--- src/rtl/handshake_receiver_sv_if.sv ---
// Handshake and stream signals shared by the CDC sender and the receiving endpoint.
// The master side drives the request/data and consumes the stream; the slave side is the receiver.
interface handshake_receiver_sv_if #(
  parameter int WORD_LENGTH = 8
);
  logic                   req;
  logic [WORD_LENGTH-1:0] data;
  logic                   ack;
  logic [WORD_LENGTH-1:0] rx_data;
  logic                   rx_valid;
  logic                   rx_ready;

  modport master (output req, data, rx_ready, input ack, rx_data, rx_valid);
  modport slave  (input req, data, rx_ready, output ack, rx_data, rx_valid);
endinterface

--- src/rtl/handshake_receiver_sv.sv ---
// Destination-domain endpoint of a four-phase req/ack handshake: synchronizes req, captures the
// sender's word once per transfer, presents it on a valid/ready stream and returns ack.
module handshake_receiver_sv #(
  parameter int WORD_LENGTH = 8,
  parameter int STAGES      = 2,
  parameter int ACK_EARLY   = 0,
  parameter int COUNT_WIDTH = 16
) (
  input  logic                   i_clk,
  input  logic                   i_rst_n,
  handshake_receiver_sv_if.slave bus,
  output logic                   o_busy,
  output logic [COUNT_WIDTH-1:0] o_xfer_count
);

  if (WORD_LENGTH <= 0) begin : g_bad_word_length
    $error("handshake_receiver_sv: WORD_LENGTH must be > 0");
  end
  if (STAGES < 2) begin : g_bad_stages
    $error("handshake_receiver_sv: STAGES must be >= 2");
  end

  localparam logic [1:0] ST_IDLE = 2'd0;
  localparam logic [1:0] ST_HOLD = 2'd1;
  localparam logic [1:0] ST_ACK  = 2'd2;

  (* ASYNC_REG = "TRUE" *) logic [STAGES-1:0] r_sync;
  logic [1:0]             r_state;
  logic                   r_ack;
  logic                   r_rx_valid;
  logic [WORD_LENGTH-1:0] r_rx_data;
  logic [COUNT_WIDTH-1:0] r_count;

  logic [1:0]             w_state_next;
  logic                   w_ack_next;
  logic                   w_rx_valid_next;
  logic [WORD_LENGTH-1:0] w_rx_data_next;
  logic [COUNT_WIDTH-1:0] w_count_next;
  logic                   w_req_s;
  logic                   w_consume;
  logic                   w_cap;

  assign w_req_s   = r_sync[STAGES-1];
  assign w_consume = r_rx_valid && bus.rx_ready;
  // A held word blocks a new capture unless it is being consumed at the same edge.
  assign w_cap     = (r_state == ST_IDLE) && w_req_s && (!r_rx_valid || bus.rx_ready);

  always_comb begin
    w_state_next    = r_state;
    w_ack_next      = r_ack;
    w_rx_valid_next = r_rx_valid;
    w_rx_data_next  = r_rx_data;
    w_count_next    = r_count;
    if ((ACK_EARLY != 0) && w_consume) begin
      w_rx_valid_next = 1'b0;
    end
    case (r_state)
      ST_IDLE: begin
        if (w_cap) begin
          w_rx_data_next  = bus.data;
          w_rx_valid_next = 1'b1;
          if (ACK_EARLY != 0) begin
            w_ack_next   = 1'b1;
            w_state_next = ST_ACK;
          end else begin
            w_state_next = ST_HOLD;
          end
        end
      end
      ST_HOLD: begin
        if (w_consume) begin
          w_rx_valid_next = 1'b0;
          w_ack_next      = 1'b1;
          w_state_next    = ST_ACK;
        end
      end
      ST_ACK: begin
        if (!w_req_s) begin
          w_ack_next   = 1'b0;
          w_count_next = r_count + 1'b1;
          w_state_next = ST_IDLE;
        end
      end
      default: begin
        w_ack_next   = 1'b0;
        w_state_next = ST_IDLE;
      end
    endcase
  end

  always_ff @(posedge i_clk or negedge i_rst_n) begin
    if (!i_rst_n) begin
      r_sync     <= '0;
      r_state    <= ST_IDLE;
      r_ack      <= 1'b0;
      r_rx_valid <= 1'b0;
      r_rx_data  <= '0;
      r_count    <= '0;
    end else begin
      r_sync     <= {r_sync[STAGES-2:0], bus.req};
      r_state    <= w_state_next;
      r_ack      <= w_ack_next;
      r_rx_valid <= w_rx_valid_next;
      r_rx_data  <= w_rx_data_next;
      r_count    <= w_count_next;
    end
  end

  assign bus.ack      = r_ack;
  assign bus.rx_valid = r_rx_valid;
  assign bus.rx_data  = r_rx_data;
  assign o_busy       = (r_state != ST_IDLE);
  assign o_xfer_count = r_count;

endmodule
--- src/flat_wrapper.sv ---
// flat-port wrapper written by rule: the top's interface ports become plain ports
module handshake_receiver_sv_flat 
#(
  parameter int WORD_LENGTH = 8,
  parameter int STAGES      = 2,
  parameter int ACK_EARLY   = 0,
  parameter int COUNT_WIDTH = 16
)
  (i_clk, i_rst_n, o_busy, o_xfer_count, bus_req, bus_data, bus_rx_ready, bus_ack, bus_rx_data, bus_rx_valid);
  handshake_receiver_sv_if #(.WORD_LENGTH(WORD_LENGTH)) bus_i ();
  input  logic i_clk;
  input  logic i_rst_n;
  output logic o_busy;
  output logic [COUNT_WIDTH-1:0] o_xfer_count;
  input wire logic [$bits(bus_i.req)-1:0] bus_req;
  input wire logic [$bits(bus_i.data)-1:0] bus_data;
  input wire logic [$bits(bus_i.rx_ready)-1:0] bus_rx_ready;
  output wire logic [$bits(bus_i.ack)-1:0] bus_ack;
  output wire logic [$bits(bus_i.rx_data)-1:0] bus_rx_data;
  output wire logic [$bits(bus_i.rx_valid)-1:0] bus_rx_valid;
  assign bus_i.req = bus_req;
  assign bus_i.data = bus_data;
  assign bus_i.rx_ready = bus_rx_ready;
  assign bus_ack = bus_i.ack;
  assign bus_rx_data = bus_i.rx_data;
  assign bus_rx_valid = bus_i.rx_valid;
  handshake_receiver_sv #(.WORD_LENGTH(WORD_LENGTH), .STAGES(STAGES), .ACK_EARLY(ACK_EARLY), .COUNT_WIDTH(COUNT_WIDTH)) u_core (.i_clk(i_clk), .i_rst_n(i_rst_n), .bus(bus_i), .o_busy(o_busy), .o_xfer_count(o_xfer_count));
endmodule
--- config.mk ---
export PLATFORM = sky130hd
export DESIGN_NAME = handshake_receiver_sv_flat
export DESIGN_NICKNAME = d
export VERILOG_FILES = /design/src/rtl/handshake_receiver_sv_if.sv /design/src/rtl/handshake_receiver_sv.sv /design/src/flat_wrapper.sv
export SDC_FILE = /design/constraint.sdc
export NUM_CORES = 1
export LEC_CHECK = 0
export ABC_AREA = 1
export CELL_PAD_IN_SITES_DETAIL_PLACEMENT = 1
export CELL_PAD_IN_SITES_GLOBAL_PLACEMENT = 1
export CORE_MARGIN = 3
export CORE_UTILIZATION = 23
export CTS_BUF_LIST = sky130_fd_sc_hd__clkbuf_8
export DETAILED_ROUTE_END_ITERATION = 8
export DONT_BUFFER_PORTS = 1
export GPL_ROUTABILITY_DRIVEN = 0
export PLACE_DENSITY_LB_ADDON = 0.25
export REMOVE_ABC_BUFFERS = 1
export SETUP_SLACK_MARGIN = 0.1
export SLEW_MARGIN = 20
export SYNTH_ARGS = -nofsm -noshare
export SYNTH_HDL_FRONTEND = slang
export SYNTH_SLANG_ARGS = --single-unit
--- constraint.sdc ---
create_clock -name i_clk -period 1.6 [get_ports i_clk]
set_input_delay 0.16 -clock i_clk [delete_from_list [all_inputs] [get_ports i_clk]]
set_output_delay 0.16 -clock i_clk [all_outputs]
set_load 0.05 [all_outputs]
# Yosys cells after proc, flatten, opt, wreduce, memory -nomap -nowiden
# Index checks and enable logic that the tools add are counted.
# totals
register_bits	30
# classes
addsub	1
reduce_logical	13
eq_ne	5
n_bitwise	2
n_mux	10
# ops
cell	n
16-bit by 1-bit adder with 16-bit output, second input constant	1
3-bit AND reduction	3
2-bit 2-to-1 mux	3
2-bit one-hot mux with 3 select lines	1
1-bit 2-to-1 mux	4
2-bit by 1-bit inequality test with 1-bit output, second input constant	2
2-bit AND reduction	2
2-bit nonzero test	2
1-bit logical AND	3
1-bit one-hot mux with 3 select lines	1
2-bit by 1-bit == test with 1-bit output, second input constant	1
2-bit == test, second input constant	1
2-bit zero test	1
2-bit inequality test, second input constant	1
1-bit NOT	2
1-bit one-hot mux with 2 select lines	1
1-bit zero test	1
1-bit logical OR	1

# Depth between registers and ports, before layout
# depth
word_depth	5
mapped_depth	8
ltp_nobuf	8

# Worst setup path before layout
# Ideal clock, no wire load.
# synth_path
kind	reg2reg
start	register u_core.r_count[1] (netlist: u_core.o_xfer_count[1])
end	register u_core.r_count[8] (netlist: u_core.o_xfer_count[8])
synth_period_minus_slack_ns	1.618
setup_time_ns	0.123
path_stages_with_launch	7
t_arrival_ns	1.496
path_slack_ns	-0.018
required_ns	1.477
cell_sequence	dfrtp_1 > ha_1 > nand3_1 > nor2_4 > nand2_1 > o21ai_1 > nand2_1
# synth_via
elab_chain_cells	1
# synth_lines
item	line_no	rtl
start, declared	handshake_receiver_sv.sv:32	logic [COUNT_WIDTH-1:0] r_count;
start signal, assigned	handshake_receiver_sv.sv:105	r_count <= w_count_next;
16-bit by 1-bit adder with 16-bit output	handshake_receiver_sv.sv:80	w_count_next = r_count + 1'b1;
# Every way passes these cells.
# A chain may end at the register's enable or synchronous reset.

# Final worst setup path
# layout_path
start	register u_core.r_state[1]
end	output o_busy
# layout_via
elab_chain_cells	1
# layout_lines
item	line_no	rtl
start, declared	handshake_receiver_sv.sv:28	logic [1:0] r_state;
start signal, assigned	handshake_receiver_sv.sv:101	r_state <= w_state_next;
2-bit nonzero test	handshake_receiver_sv.sv:112	assign o_busy = (r_state != ST_IDLE);
end, declared	flat_wrapper.sv:13	output logic o_busy;
# Every way passes these cells.

==> qor.csv <==
stage;metric;value;unit
run_status;outcome;completed;
final_layout;Net count, final;219;
route;WL final;3570;um
power;Sw Pwr;1.46;mW
floorplanning;row count;28;
synthesis;Cell Area, Synth;0.00149;mm2
timing;final period utilization;86.6;%
setup_path;Max FO, Critical Path;5;
synthesis;Seq/Total Area, Yosys;50.5;%
final_layout;Final Cell Area;0.00188;mm2
cts;clock latency on the worst-skew pair;280;ps
floorplanning;Initial Utilization;24.4;%
power;Static Leak;0.941;nW
setup_path;Crit Path Class;flip-flop to primary output;
cts;CTS tree;yes;
timing;Tmin final;1390;ps
synthesis;#FFs+latches synth;30;
synthesis;most frequent cell after synthesis;nand2_1;
final_layout;number of diodes;0;
cts;Clock Tree Root;clkbuf_8;
power;Clock power frac;21.2;%
min_path;worst min-delay path class;input pin to flip-flop;
timing;Slew @ Worst Pin;508;ps
route;WL/cell;12.7;um
global_route;largest net degree at the start of global routing;31;
cts;H-tree lvl count;2;
timing;Hold Slack;12.1;ps
power;cell internal pwr;1.57;mW
setup_path;crit path DAT;1230;ps
synthesis;Yosys top cell by area;dfrtp_1;
placed_design;I/O Buffers;0;
global_route;initial antenna violation count;0;
floorplanning;Core Box Area;0.00610;mm2
synthesis;Post-synth EDFFs;0;
power;sequential power share;48.8;%
synthesis;largest cells by area after synthesis;dfrtp_1 (51%), nand2_1 (15%), inv_1 (6.6%), o21ai_2 (4.7%), nor2_1 (3.3%);
timing;RSZ-0062 raised after global routing;no;
floorplanning;Ports;39;
timing;Slew headroom;66.1;%
timing;Fin Setup TNS;0;ps
placed_design;dpl cell area;0.00170;mm2
cts;Longest Clk Path Bufs;2;
timing;highest clock rate;0.722;GHz
power;Logic pwr share;30.0;%
synthesis;most instantiated cells after synthesis;nand2_1 (60), dfrtp_1 (30), inv_1 (26);
route;via-per-instance ratio;4.22;
route;DRC;0;
cts;Num CTS Buffers;5;
final_layout;area grow syn2layout;26.4;%
power;PD cells;1610;mW/mm2
synthesis;gate count after technology mapping;175;
setup_path;Worst EP required;1440;ps
route;initial DRC count;50;
synthesis;count of different cell masters after synthesis;21;
timing;final setup fails;0;
cts;setup bufs post-CTS;0;
setup_path;Crit. End Element;primary output;
global_route;number of global-route vias before repair;1215;
cts;clk slew on worst S/H paths;70;ps
final_layout;share of layout cells above drive strength 1;21.7;%
global_route;Total GRT Usage;10.4;%
timing;final hold vios;0;
floorplanning;die area;0.00746;mm2
setup_path;Worst setup SP type;flip-flop;
timing;clock skew;3.00;ps
floorplanning;Die Y-Extent;86.4;um
route;drt first pass iters;4;
synthesis;most used flip-flop cell after synthesis;dfrtp_1;
timing;Final Max Slew Viols;0;
power;Max VDD drop;673;uV
placed_design;Cell Count Post-Placement;267;
flow_run;max cap viols;0;
synthesis;Post-synth ARST share;100;%
floorplanning;die width;86.4;um
placed_design;HPWL after detailed placement;2700;um
synthesis;post-synthesis area per instance;8.49;um2
route;via count;1189;
global_route;first-pass GRT wire length;5980;um
synthesis;Synth Warn #;0;
final_layout;Layout fillers;744;
global_route;total gr overflow;0;
cts;CTS sink cnt;30;
final_layout;Finished Layout Cells;282;
power;sw frac;48.1;%
route;ANT nets after route;0;
synthesis;area share of the largest cell type after synthesis;50.5;%
[cell usage in the layout, fill, tap and decap left out]
cell type and n:
ha_1 1, clkbuf_8 6, nand2_2 1, o211ai_2 1, buf_12 1, nor2_4 2
dlygate4sd3_1 6, nor3_2 1, o21ai_1 2, o21ai_2 8, clkinv_2 1, nor2_2 4
xor2_1 4, inv_1 27, nand4_1 6, nand3b_1 2, nor2_1 12, nor3_1 2
nand2_1 60, nand3_2 1, dfrtp_1 30, buf_4 18, xnor2_1 3, nand3b_4 1
nand3_1 7
[final timing paths]
check,startpoint,end,slack (ps),depth (start not counted)
setup / recovery,u_core.r_state[1],o_busy,210,3
hold / removal,bus_data[0],u_core.bus.rx_data[0],10,2
setup reg to reg,u_core.o_xfer_count[1],u_core.o_xfer_count[8],240,6
hold reg to reg,u_core.r_sync[0],u_core.r_sync[1],350,0
max in group asynchronous,i_rst_n,u_core.bus.rx_data[1],1110,2
min in group asynchronous,i_rst_n,u_core.o_xfer_count[2],320,2
[stage by stage]
step,utilization (%),worst slack [ps],power [mW]
final,30.8,215,3.02
after CTS,30.3,185,3.07
after floorplan,-,-27.2,2.13
after global placement,27.9,261,2.37
after detailed placement,27.9,214,2.39
after global routing,30.8,121,3.23
[routing by layer]
metal	vias to the layer above	GRT usage (%)	part of all wire (%)
met5	-	0	0
met4	0	2.97	1.1
met3	4	5.32	8.0
met2	35	16.3	44
met1	546	12.6	46
li1	604	-	-
[power by group through the flow]
stage                     combinational [mW]  sequential, mW  clock, mW
after floorplan                        0.454            1.67          0
after global placement                 0.879            1.50          0
after detailed placement               0.886            1.50          0
after CTS                              0.918            1.49      0.668
after global routing                    1.00            1.52      0.710
final                                  0.907            1.48      0.640
[cell type report]
| class | count | area (um2) | share of cell area [%] |
|---|---|---|---|
| clock inverter | 2 | 8.76 | 0.467 |
| multi-input combinational | 118 | 628 | 33.5 |
| sequential | 30 | 751 | 40.0 |
| timing repair buffer | 25 | 215 | 11.5 |
| clock buffer | 6 | 82.6 | 4.40 |
| tap | 75 | 93.8 | 5.00 |
| inverter | 26 | 97.6 | 5.20 |
[logic make-up after synthesis]
group	count (synthesis)	share of synthesized area [%]
AOI/OAI and AO/OA	11	6.23
DFF	30	50.5
buffers and inverters	27	7.33
and+or+nand+nor	99	30.9
xor gates and xnor gates	7	4.13
adders and majority gates	1	0.842
[sequential cells by signal, summed over array words and instances, names as in the netlist]
register             cells
u_core.bus.rx_data       8
u_core.bus.rx_valid      1
u_core.bus.ack           1
u_core.r_sync            2
u_core.r_state           2
u_core.o_xfer_count     16
[repair_timing]
action | 4_1_cts | 5_1_grt
setup endpoints to repair | 0 | 2
hold buffers | 4 | 3
gates resized for setup | 0 | 1
endpoints found under the hold margin | 32 | 3
[worst max-delay path, cell delays in order (launching register included)]
cell and delay [ps]:
dfrtp_1 450, nor2_1 220, inv_1 80, buf_4 190
Power figures use the tool's default switching activity.
